### src/rtl/logic_unit_pkg.sv
// -----------------------------------------------------------------------------
// logic_unit_pkg
// Shared definitions for the registered logic unit and its serial shifter:
//   - default operand / result widths (the result width is shared with the
//     arithmetic units so every unit feeds the same result mux)
//   - operation code enum (3-bit op field)
//   - controller state enum
// -----------------------------------------------------------------------------
package logic_unit_pkg;

  localparam int LU_WIDTH     = 32;
  localparam int LU_OUT_WIDTH = 67;

  typedef enum logic [2:0] {
    OP_AND  = 3'b000,
    OP_OR   = 3'b001,
    OP_XOR  = 3'b010,
    OP_NAND = 3'b011,
    OP_NOR  = 3'b100,
    OP_XNOR = 3'b101,
    OP_SHL  = 3'b110,
    OP_SHR  = 3'b111
  } lu_op_e;

  typedef enum logic [1:0] {
    ST_IDLE  = 2'd0,
    ST_SHIFT = 2'd1,
    ST_DONE  = 2'd2
  } lu_state_e;

  function automatic logic is_shift_op(input lu_op_e op);
    return (op == OP_SHL) || (op == OP_SHR);
  endfunction

endpackage

### src/rtl/logic_serial_shifter.sv
// -----------------------------------------------------------------------------
// logic_serial_shifter
// Work register plus down-counter for one-bit-per-clock logical shifts.
// Ports:
//   clk       system clock, rising edge
//   rst_b     asynchronous active-low reset (clears work, count, direction)
//   i_load    load i_data / i_amount / direction from i_op
//   i_op      operation; only SHL vs. SHR matters here
//   i_data    shift source
//   i_amount  number of single-bit steps to perform (must be > 0 when loaded)
//   i_step    advance one bit position and decrement the count
//   o_next    work value after one more step (zero fill)
//   o_last    the step about to be taken is the final one (count == 1)
// -----------------------------------------------------------------------------
module logic_serial_shifter
  import logic_unit_pkg::*;
#(
  parameter int WIDTH = LU_WIDTH,
  parameter int SHW   = $clog2(WIDTH)
) (
  input  logic             clk,
  input  logic             rst_b,
  input  logic             i_load,
  input  lu_op_e           i_op,
  input  logic [WIDTH-1:0] i_data,
  input  logic [SHW-1:0]   i_amount,
  input  logic             i_step,
  output logic [WIDTH-1:0] o_next,
  output logic             o_last
);

  logic [WIDTH-1:0] r_work;
  logic [SHW-1:0]   r_cnt;
  logic             r_left;

  // The controller captures o_next on the last step, so the final shifted
  // value never has to sit in r_work for an extra cycle.
  assign o_next = r_left ? (r_work << 1) : (r_work >> 1);
  assign o_last = (r_cnt == SHW'(1));

  always_ff @(posedge clk or negedge rst_b) begin
    if (!rst_b) begin
      r_work <= '0;
      r_cnt  <= '0;
      r_left <= 1'b0;
    end else if (i_load) begin
      r_work <= i_data;
      r_cnt  <= i_amount;
      r_left <= (i_op == OP_SHL);
    end else if (i_step) begin
      r_work <= o_next;
      r_cnt  <= r_cnt - SHW'(1);
    end
  end

endmodule

### src/rtl/logic_unit_seq.sv
// -----------------------------------------------------------------------------
// logic_unit_seq
// Registered logic unit: AND/OR/XOR/NAND/NOR/XNOR in one cycle, logical
// SHL/SHR serially at one bit per clock, with a start/busy/done handshake.
// The result is zero-extended to OUT_WIDTH for the shared result mux.
// Ports:
//   clk     system clock, rising edge
//   rst_b   asynchronous active-low reset; abandons any operation in flight
//   start   request, sampled only while idle
//   op      operation code (see lu_op_e)
//   a       operand A / shift source
//   b       operand B; for shifts b[SHW-1:0] is the shift amount
//   busy    high whenever the unit is not idle
//   done    one-cycle pulse, result valid from this cycle
//   result  registered result, bits [OUT_WIDTH-1:WIDTH] always zero
// Optional build macro LOGIC_UNIT_SEQ_FLAGS_EN adds:
//   zero    registered (result[WIDTH-1:0] == 0), resets to 1
//   parity  registered XOR-reduce of result[WIDTH-1:0], resets to 0
// -----------------------------------------------------------------------------
module logic_unit_seq
  import logic_unit_pkg::*;
#(
  parameter int WIDTH     = LU_WIDTH,
  parameter int OUT_WIDTH = LU_OUT_WIDTH,
  parameter int SHW       = $clog2(WIDTH)
) (
  input  logic                 clk,
  input  logic                 rst_b,
  input  logic                 start,
  input  logic [2:0]           op,
  input  logic [WIDTH-1:0]     a,
  input  logic [WIDTH-1:0]     b,
  output logic                 busy,
  output logic                 done,
  output logic [OUT_WIDTH-1:0] result
`ifdef LOGIC_UNIT_SEQ_FLAGS_EN
  ,
  output logic                 zero,
  output logic                 parity
`endif
);

  lu_state_e        r_state;
  lu_state_e        w_state_next;
  lu_op_e           w_op;
  logic [SHW-1:0]   w_k;
  logic [WIDTH-1:0] w_bitwise;
  logic [WIDTH-1:0] w_shift_next;
  logic [WIDTH-1:0] w_res_val;
  logic             w_res_load;
  logic             w_load;
  logic             w_step;
  logic             w_last;
  logic [WIDTH-1:0] r_result;

  assign w_op = lu_op_e'(op);
  assign w_k  = b[SHW-1:0];

  // Single-cycle path. Shift codes fall through to A, which is exactly the
  // answer for a zero shift amount.
  always_comb begin
    w_bitwise = a;
    case (w_op)
      OP_AND:  w_bitwise = a & b;
      OP_OR:   w_bitwise = a | b;
      OP_XOR:  w_bitwise = a ^ b;
      OP_NAND: w_bitwise = ~(a & b);
      OP_NOR:  w_bitwise = ~(a | b);
      OP_XNOR: w_bitwise = ~(a ^ b);
      default: w_bitwise = a;
    endcase
  end

  logic_serial_shifter #(
    .WIDTH (WIDTH),
    .SHW   (SHW)
  ) u_shifter (
    .clk      (clk),
    .rst_b    (rst_b),
    .i_load   (w_load),
    .i_op     (w_op),
    .i_data   (a),
    .i_amount (w_k),
    .i_step   (w_step),
    .o_next   (w_shift_next),
    .o_last   (w_last)
  );

  always_ff @(posedge clk or negedge rst_b) begin
    if (!rst_b) r_state <= ST_IDLE;
    else        r_state <= w_state_next;
  end

  always_comb begin
    w_state_next = r_state;
    w_load       = 1'b0;
    w_step       = 1'b0;
    w_res_load   = 1'b0;
    w_res_val    = w_bitwise;
    case (r_state)
      ST_IDLE: begin
        if (start) begin
          if (is_shift_op(w_op) && (w_k != '0)) begin
            w_load       = 1'b1;
            w_state_next = ST_SHIFT;
          end else begin
            w_res_load   = 1'b1;
            w_res_val    = w_bitwise;
            w_state_next = ST_DONE;
          end
        end
      end
      ST_SHIFT: begin
        w_step = 1'b1;
        if (w_last) begin
          w_res_load   = 1'b1;
          w_res_val    = w_shift_next;
          w_state_next = ST_DONE;
        end
      end
      ST_DONE: begin
        w_state_next = ST_IDLE;
      end
      default: begin
        w_state_next = ST_IDLE;
      end
    endcase
  end

  always_ff @(posedge clk or negedge rst_b) begin
    if (!rst_b)          r_result <= '0;
    else if (w_res_load) r_result <= w_res_val;
  end

  assign busy = (r_state != ST_IDLE);
  assign done = (r_state == ST_DONE);

  generate
    if (OUT_WIDTH > WIDTH) begin : g_zext
      assign result = {{(OUT_WIDTH - WIDTH){1'b0}}, r_result};
    end else begin : g_nozext
      assign result = r_result;
    end
  endgenerate

`ifdef LOGIC_UNIT_SEQ_FLAGS_EN
  logic r_zero;
  logic r_parity;

  always_ff @(posedge clk or negedge rst_b) begin
    if (!rst_b) begin
      r_zero   <= 1'b1;
      r_parity <= 1'b0;
    end else if (w_res_load) begin
      r_zero   <= (w_res_val == '0);
      r_parity <= ^w_res_val;
    end
  end

  assign zero   = r_zero;
  assign parity = r_parity;
`endif

endmodule

### config.mk
export PLATFORM = sky130hd
export DESIGN_NAME = logic_unit_seq
export DESIGN_NICKNAME = d
export VERILOG_FILES = /design/src/rtl/logic_unit_pkg.sv /design/src/rtl/logic_serial_shifter.sv /design/src/rtl/logic_unit_seq.sv
export SDC_FILE = /design/constraint.sdc
export NUM_CORES = 1
export LEC_CHECK = 0
export CAP_MARGIN = 20
export CORE_UTILIZATION = 41
export CTS_CLUSTER_DIAMETER = 200
export DETAILED_ROUTE_END_ITERATION = 7
export PLACE_DENSITY = 0.69
export SYNTH_ARGS = -nofsm -noshare
export SYNTH_HDL_FRONTEND = slang
export SYNTH_HIERARCHICAL = 1
export SYNTH_SLANG_ARGS = --single-unit
### constraint.sdc
create_clock -name clk -period 2.28 [get_ports clk]
set_input_delay 0.342 -clock clk [delete_from_list [all_inputs] [get_ports clk]]
set_output_delay 0.342 -clock clk [all_outputs]
set_load 0.03 [all_outputs]
After elaboration in Yosys (flattened, before gate mapping)
Index checks and enable logic that the tools add are counted.

Register bits after elaboration: 72. Bits in latches: 0. Memory bits (writable): 0. Bits in read-only memories: 0. Bits of input ports: 70. Output and inout port bits: 69. Logic and storage cells: 52. Memories kept: 0.

$add $sub $neg: 1. $mul: 0. Div/mod/pow operators: 0. Magnitude comparators: 0. Equal/unequal tests: 12. Shifts and indexed selects: 0. Muxes and demuxes: 20. Bitwise operators: 6. Reductions and logical operators: 8.

Operators with widths (number): one-hot mux 32 bit (6 select lines) (1); two-way mux 32 bit (5); NOT 32 bit (3); AND 32 bit (1); OR 32 bit (1); bitwise XOR 32 bit (1); equality test 3 bit, second input constant (4); two-way mux 5 bit (2); two-way mux 1 bit (7); equality test 3 x 2 -> 1 bit, second input constant (2); two-way mux 2 bit (3); equality test 5 x 1 -> 1 bit, second input constant (1); nonzero test 5 bit (1); subtractor 5 x 1 -> 5 bit, second input constant (1); one-hot mux 2 bit (2 select lines) (1); nonzero test 2 bit (2); equality test 3 x 1 -> 1 bit, second input constant (1); zero test 3 bit (1); equality test 2 x 1 -> 1 bit, second input constant (1); equality test 2 bit, second input constant (1); zero test 2 bit (1); inequality test 2 x 1 -> 1 bit, second input constant (1); inequality test 2 bit, second input constant (1); one-hot mux 1 bit (2 select lines) (1); other kinds (3) (3).

Depth between registers and ports, before layout
Gate-level depths: netlist of the first run.

Depth after elaboration: 7. Gate-level depth with buffers: 9. Mapped depth without buffers: 8.

Modules after synthesis
Netlist of the first run, hierarchy kept.

Modules (own cells, without submodules): logic_unit_seq (instances 1, cells each 597, area an instance 4670.7 µm², seq. area each 850.8 µm²); logic_serial_shifter (instances 1, cells each 208, area an instance 2304.7 µm², seq. area each 950.9 µm²).

Least setup slack after synthesis of the first run
Ideal clock, no wire load.

Kind: reg2reg. Start: register u_shifter.r_cnt[1]. End: register r_result[29]. Setup time: 126 ps. Arrival time: 1704 ps. Required time: 2154 ps. Slack: 451 ps. Cell stages (with the launch flop): 10. Path buffers: 2. Period minus slack after synthesis: 1829 ps. Cells stage by stage: dfrtp_1 -> inv_1 -> ha_1 -> nor4b_1 -> and2_1 -> buf_2 -> buf_4 -> a21oi_1 -> a221oi_1 -> nor2_1.

Cells in the longest elaborated chain, start to end: 3. Elaborated cells between the ends (all ways): 5. Classes of those cells: 1 x eq/ne; 4 x mux.

RTL lines: start: declaration (RTL line logic_serial_shifter.sv:33) `logic [SHW-1:0] r_cnt;`; start signal: assignment (RTL line logic_serial_shifter.sv:48) `r_cnt <= i_amount;`; start signal: assignment (RTL line logic_serial_shifter.sv:52) `r_cnt <= r_cnt - SHW'(1);`; equality test 5 x 1 -> 1 bit * (RTL line logic_serial_shifter.sv:39) `assign o_last = (r_cnt == SHW'(1));`; named net w_last (RTL line logic_unit_seq.sv:53) `logic w_last;`; two-way mux 1 bit / two-way mux 32 bit (equally long branches) (RTL line logic_unit_seq.sv:115) `if (w_last) begin`; one-hot mux 1 bit (2 select lines) / two-way mux 32 bit (equally long branches); end signal: assignment (RTL line logic_unit_seq.sv:132) `else if (w_res_load) r_result <= w_res_val;`; end: declaration (RTL line logic_unit_seq.sv:54) `logic [WIDTH-1:0] r_result;`.

Mark *: on every way through the listed nets, which the timed path passes. The rest lies on a longest branch. A chain may end at the register's enable or synchronous reset.

Worst setup path in the final report of the first run
Start: register u_shifter.r_cnt[0]. End: register r_result[8].

Same word-level chain as after synthesis.

==> flow_metrics.tcl, run 1 <==
set metrics [dict create \
    slew_violations 0 \
    synth.cells.most_frequent "nand2_1, dfrtp_1, inv_1, ha_1, mux2i_1" \
    yosysMostFrequentCell "nand2_1" \
    rsz0062_at_grt "false" \
    syn_area_per_cell_um2 8.67 \
    drive_gt1_share_pct 11.6 \
    period_minus_slack_ns 2.06 \
    cts_setup_buffers 0 \
    multi_input_area_um2 4390 \
    clock_latency_ns 0.33 \
    worst_pin_slew_ns 0.511 \
    die_x_um 132 \
    nets 1038 \
    async_reset_ff_share_pct 100 \
    grt_pass1_vias 5801 \
    antenna_found_initial 1 \
    final_hold_viol_count 0 \
    fin_ws_ns 0.225 \
    fp-row-count 47 \
    dp_hpwl_um 13700 \
    powerDensity_nw_per_um2 1000 \
    critPathLaunchType "flop" \
    synth_edf_count 0 \
    setup_viol 0 \
    numPortBuffers 103 \
    antennaDiodeCount 0 \
    seqCellArea_um2 1800 \
    drtIter0Drc 448 \
    gp_congestion 0.816 \
    place_area_um2 8170 \
    dp_slack_ns 0.0409 \
    cts-root-buf "clkbuf_16" \
    vias 6176 \
    crit_arrival_ns 2.27 \
    ir_drop_v 0.000447 \
    fin_crit_sh_pct 90.1 \
    power_leakage_nw 3.87 \
    cts_tree "built" \
    power_mw 8.58 \
    slew_headroom_pct 65.8 \
    grt_pass1_wl_um 31000 \
    io-pin-count 139 \
    syn_inst 805 \
    yosysTopAreaCell "dfrtp_1" \
    start_util_pct 42.1 \
    postLayoutCellArea_um2 8540 \
    drc 0 \
    ys.flop_type "dfrtp_1" \
    hold_slack_ns 0.487 \
    dieArea_um2 17500 \
    path_clk_slew_ns 0.06 \
    yosysSeqAreaShare_pct 25.8 \
    core_area_um2 16600 \
    clk_path_buf_depth 2 \
    cts_made_buffers 9 \
    setup_tns_ns 0 \
    cts_htree_levels 3 \
    synth_top_area_share_pct 25.8 \
    fill_cells 1542 \
    drt-total-wl_um 19300 \
    netlist_area_um2 6980 \
    grt_max_degree 39 \
    cts.sinks 72 \
    cap_violations 0 \
    path_max_fanout 34 \
    synth_seq_cells 72 \
    postRouteAntennaNets 0 \
    drt-pass1-iter-count 5 \
    hold_path_class "in -> reg" \
    grt_usage_pct 22.2 \
    drt-vias-per-instance 5.48 \
    outcome "finished, final reports clean" \
    max_freq_mhz 487 \
    post-route-util_pct 51.5 \
    critPathRequiredTime_ns 2.50 \
    die_h_um 132 \
    grt-ovfl-total 0 \
    yosysWarnings 6 \
    routedWlPerCell_um 17.1 \
    endpoint_kind "flop" \
    final_cells 1126 \
    synth.distinct_cells 53 \
    syn_to_final_growth_pct 22.4 \
    finalClockSkew_ns 0.00782 \
    dp.cells 1110 \
    crit_type "reg -> reg" \
    synth_area_leaders "dfrtp_1, ha_1, mux2i_1" \
]
-- final timing paths --
| kind | from | to | slack (ns) | depth (start not counted) |
|---|---|---|---|---|
| min reg2reg | r_result[0] | r_result[0] | 0.50 | 2 |
| min in group asynchronous | rst_b | u_shifter/r_cnt[0] | 0.51 | 2 |
| max | u_shifter/r_cnt[0] | r_result[8] | 0.22 | 8 |
| max in group asynchronous | rst_b | u_shifter/r_left | 1.17 | 3 |
| max reg2reg | u_shifter/r_cnt[0] | r_result[8] | 0.22 | 8 |
| min | op[2] | r_result[2] | 0.49 | 3 |
-- per-layer routing --
| layer | GRT usage, % | share of wire (%) |
|---|---|---|
| met1 | 30.6 | 47 |
| met2 | 35.4 | 45 |
| met3 | 3.49 | 6.0 |
| met4 | 7.15 | 2.1 |
| met5 | 0 | 0.067 |
-- power by group --
| group | total, mW | internal [mW] | switching (mW) |
|---|---|---|---|
| logic | 4.40 | 2.11 | 2.30 |
| clock network | 1.73 | 1.17 | 0.561 |
| registers | 2.44 | 1.90 | 0.536 |
-- timing repair --
action                                  CTS  global route
endpoints found under the setup margin    0             0
hold buffers                              1             0
resized for setup                         0             0
hold endpoints to repair                 34             0
-- cell usage in the layout (no fill, tap or decap), drive strengths merged, types with 5 or more instances in the layout --
cell,synthesis,layout
dfrtp,72,72
a22oi,7,7
a31oi,7,7
inv,75,75
ha,66,66
conb,1,35
o221ai,5,5
clkbuf,16,9
a211oi,11,11
o21ai,96,96
o22ai,10,10
clkdlybuf4s50,0,99
mux2i,62,62
mux2,31,31
nor2,38,38
o211ai,22,22
a21oi,36,36
buf,76,44
nand2,88,88
a22o,7,7
o211a,7,7
a211o,8,8
nor2b,14,14
a221oi,17,17
-- cells by family (layout without fill, tap and decap cells) --
kind of cell / count (synthesis) / after routing / synth area share, %
and+or+nand+nor: 159 / 159 / 10.2
DFF: 72 / 72 / 25.8
other: 1 / 35 / 0.0538
adders and majority gates: 66 / 66 / 11.8
muxes: 96 / 96 / 16.3
buffers and inverters: 167 / 234 / 13.3
xor gates and xnor gates: 4 / 4 / 0.502
AOI/OAI and AO/OA: 240 / 240 / 22.0
-- flip-flops by register name, summed over array words and instances (netlist names) --
signal / count
r_result: 32
u_shifter/r_work: 32
u_shifter/r_left: 1
r_state: 2
u_shifter/r_cnt: 5
-- area by class of cell --
type                            count  share of cell area [%]
Clock buffer                        9                    2.64
Clock inverter                      6                    1.55
Inverter                           75                    3.30
Multi-Input combinational cell    600                    51.4
Sequential cell                    72                    21.1
Tap cell                          220                    3.22
Timing Repair Buffer              144                    16.8
-- worst max-delay path: stages (launching register included) --
cell      delay, ns
dfrtp_1        0.43
ha_1           0.21
nor4b_1        0.14
buf_4          0.15
nand2_1        0.10
buf_4          0.38
o221ai_1       0.19
o22ai_1        0.22
a21oi_1        0.10
Power figures use the tool's default switching activity.
==> run 2: changes to the inputs <==
--- a/config.mk
+++ b/config.mk
@@ -6,10 +6,12 @@
 export NUM_CORES = 1
 export LEC_CHECK = 0
 export CAP_MARGIN = 20
-export CORE_UTILIZATION = 41
+export CORE_ASPECT_RATIO = 1.25
+export CORE_UTILIZATION = 53
 export CTS_CLUSTER_DIAMETER = 200
+export CTS_CLUSTER_SIZE = 30
 export DETAILED_ROUTE_END_ITERATION = 7
-export PLACE_DENSITY = 0.69
+export PLACE_DENSITY = 0.85
 export SYNTH_ARGS = -nofsm -noshare
 export SYNTH_HDL_FRONTEND = slang
 export SYNTH_HIERARCHICAL = 1
==> flow_metrics.tcl, run 2 (synthesis results as in run 1) <==
set metrics [dict create \
    core_area_um2 12800 \
    outcome "finished, final reports clean" \
    drive_gt1_share_pct 11.5 \
    grt_max_degree 35 \
    critPathLaunchType "flop" \
    endpoint_kind "flop" \
    setup_viol 0 \
    routedWlPerCell_um 17.9 \
    grt_usage_pct 28.4 \
    power_mw 8.32 \
    vias 6467 \
    drtIter0Drc 511 \
    path_max_fanout 12 \
    cts_tree "built" \
    crit_type "reg -> reg" \
    layout_common_cells "clkdlybuf4s50_1, nand2_1, inv_1" \
    slew_headroom_pct 46.0 \
    setup_tns_ns 0 \
    clockPowerShare_pct 17.5 \
    antenna_found_initial 0 \
    clk_path_buf_depth 2 \
    dp_hpwl_um 13400 \
    syn_to_final_growth_pct 20.1 \
    finalClockSkew_ns 0.00521 \
    die_x_um 105 \
    cap_violations 0 \
    drt-total-wl_um 19300 \
    drt-vias-per-instance 6.02 \
    hold_path_class "in -> async" \
    postRouteAntennaNets 0 \
    final_hold_viol_count 0 \
    gp_congestion 0.887 \
    switchingPower_mw 3.42 \
    cts_htree_levels 3 \
    io-pin-count 139 \
    start_util_pct 54.6 \
    swShare_pct 41.1 \
    cts-root-buf "clkbuf_16" \
    slew_violations 0 \
    fin_crit_sh_pct 88.0 \
    largestRegisters "r_result x32, u_shifter/r_work x32, u_shifter/r_cnt x5" \
    final_common_cell "clkdlybuf4s50_1" \
    cts_made_buffers 9 \
    combPwrFrac_pct 53.0 \
    p_int_mw 4.90 \
    clock_latency_ns 0.34 \
    critPathRequiredTime_ns 2.56 \
    max_freq_mhz 499 \
    sequentialPowerShare_pct 29.5 \
    path_clk_slew_ns 0.06 \
    die_h_um 130 \
    worst_pin_slew_ns 0.808 \
    power_leakage_nw 3.83 \
    drc 0 \
    period_minus_slack_ns 2.01 \
    nets 1038 \
    antennaDiodeCount 0 \
    dieArea_um2 13600 \
    ir_drop_v 0.000489 \
    grt_pass1_wl_um 30700 \
    powerDensity_nw_per_um2 992 \
    fp-row-count 46 \
    cts.sinks 72 \
    grt-ovfl-total 0 \
    crit_arrival_ns 2.29 \
    grt_pass1_vias 6095 \
    drt-pass1-iter-count 5 \
    rsz0062_at_grt "false" \
    numPortBuffers 103 \
]
## run 2: critical path, stage by stage, from the launching register on
cell	delay, ns
dfrtp_1	0.39
inv_1	0.08
ha_1	0.14
nor4b_1	0.28
buf_4	0.18
and2_1	0.23
buf_4	0.27
a221oi_1	0.07
o211ai_1	0.14
a22o_1	0.14
## run 2: path summary, 6_finish.rpt
kind	start	to	slack, ns	cells after the start
setup reg to reg	u_shifter/r_cnt[1]	r_result[23]	0.27	9
hold reg to reg	r_result[4]	r_result[4]	0.50	2
setup / recovery	u_shifter/r_cnt[1]	r_result[23]	0.27	9
min in group clk	r_result[4]	r_result[4]	0.50	2
hold / removal	rst_b	u_shifter/r_work[30]	0.47	2
max in group asynchronous	rst_b	u_shifter/r_work[21]	1.25	3
## run 2: stage by stage
| stage | instance area (um2) | instances | hold slack (ns) | utilization [%] | setup WS, ns |
|---|---|---|---|---|---|
| 2_1_floorplan | 7100 | 839 | 0.0464 | - | 0.451 |
| 3_3_place_gp | 8070 | 1058 | 0.279 | 63.2 | 0.111 |
| 3_5_place_dp | 8070 | 1058 | 0.283 | 63.2 | 0.0702 |
| 4_1_cts | 8380 | 1075 | 0.488 | 65.6 | 0.282 |
| 5_1_grt | 8380 | 1075 | 0.520 | 65.6 | 0.144 |
| 6_report | 8380 | 1075 | 0.465 | 65.6 | 0.274 |
## run 2: cell type report
class / instances / area, um2
Fill cell: 1015 / 4400
Multi-Input combinational cell: 600 / 4390
Sequential cell: 72 / 1800
Timing Repair Buffer: 144 / 1400
Inverter: 75 / 282
Clock buffer: 13 / 260
Tap cell: 168 / 210
Clock inverter: 3 / 40.0
## run 2: power groups by stage
stage	combinational [mW]	sequential (mW)	clock, mW
final	4.40	2.46	1.46
after global routing	4.71	2.51	1.51
after CTS	4.37	2.43	1.46
after detailed placement	4.32	2.44	0
after global placement	4.22	2.42	0
after floorplan	2.67	2.77	0
## run 2: timing repair
action | in CTS | in global routing
buffers inserted | 0 | 0
gates resized for setup | 0 | 0
hold endpoints to repair | 24 | 0
hold buffers | 1 | 0
## run 2: layer usage
metal,wire length (um),track usage (%),up-vias
met5,0,0,-
met4,731,15.4,0
met3,1610,4.40,64
met2,9170,47.5,355
met1,7780,35.6,3081
li1,-,-,2967
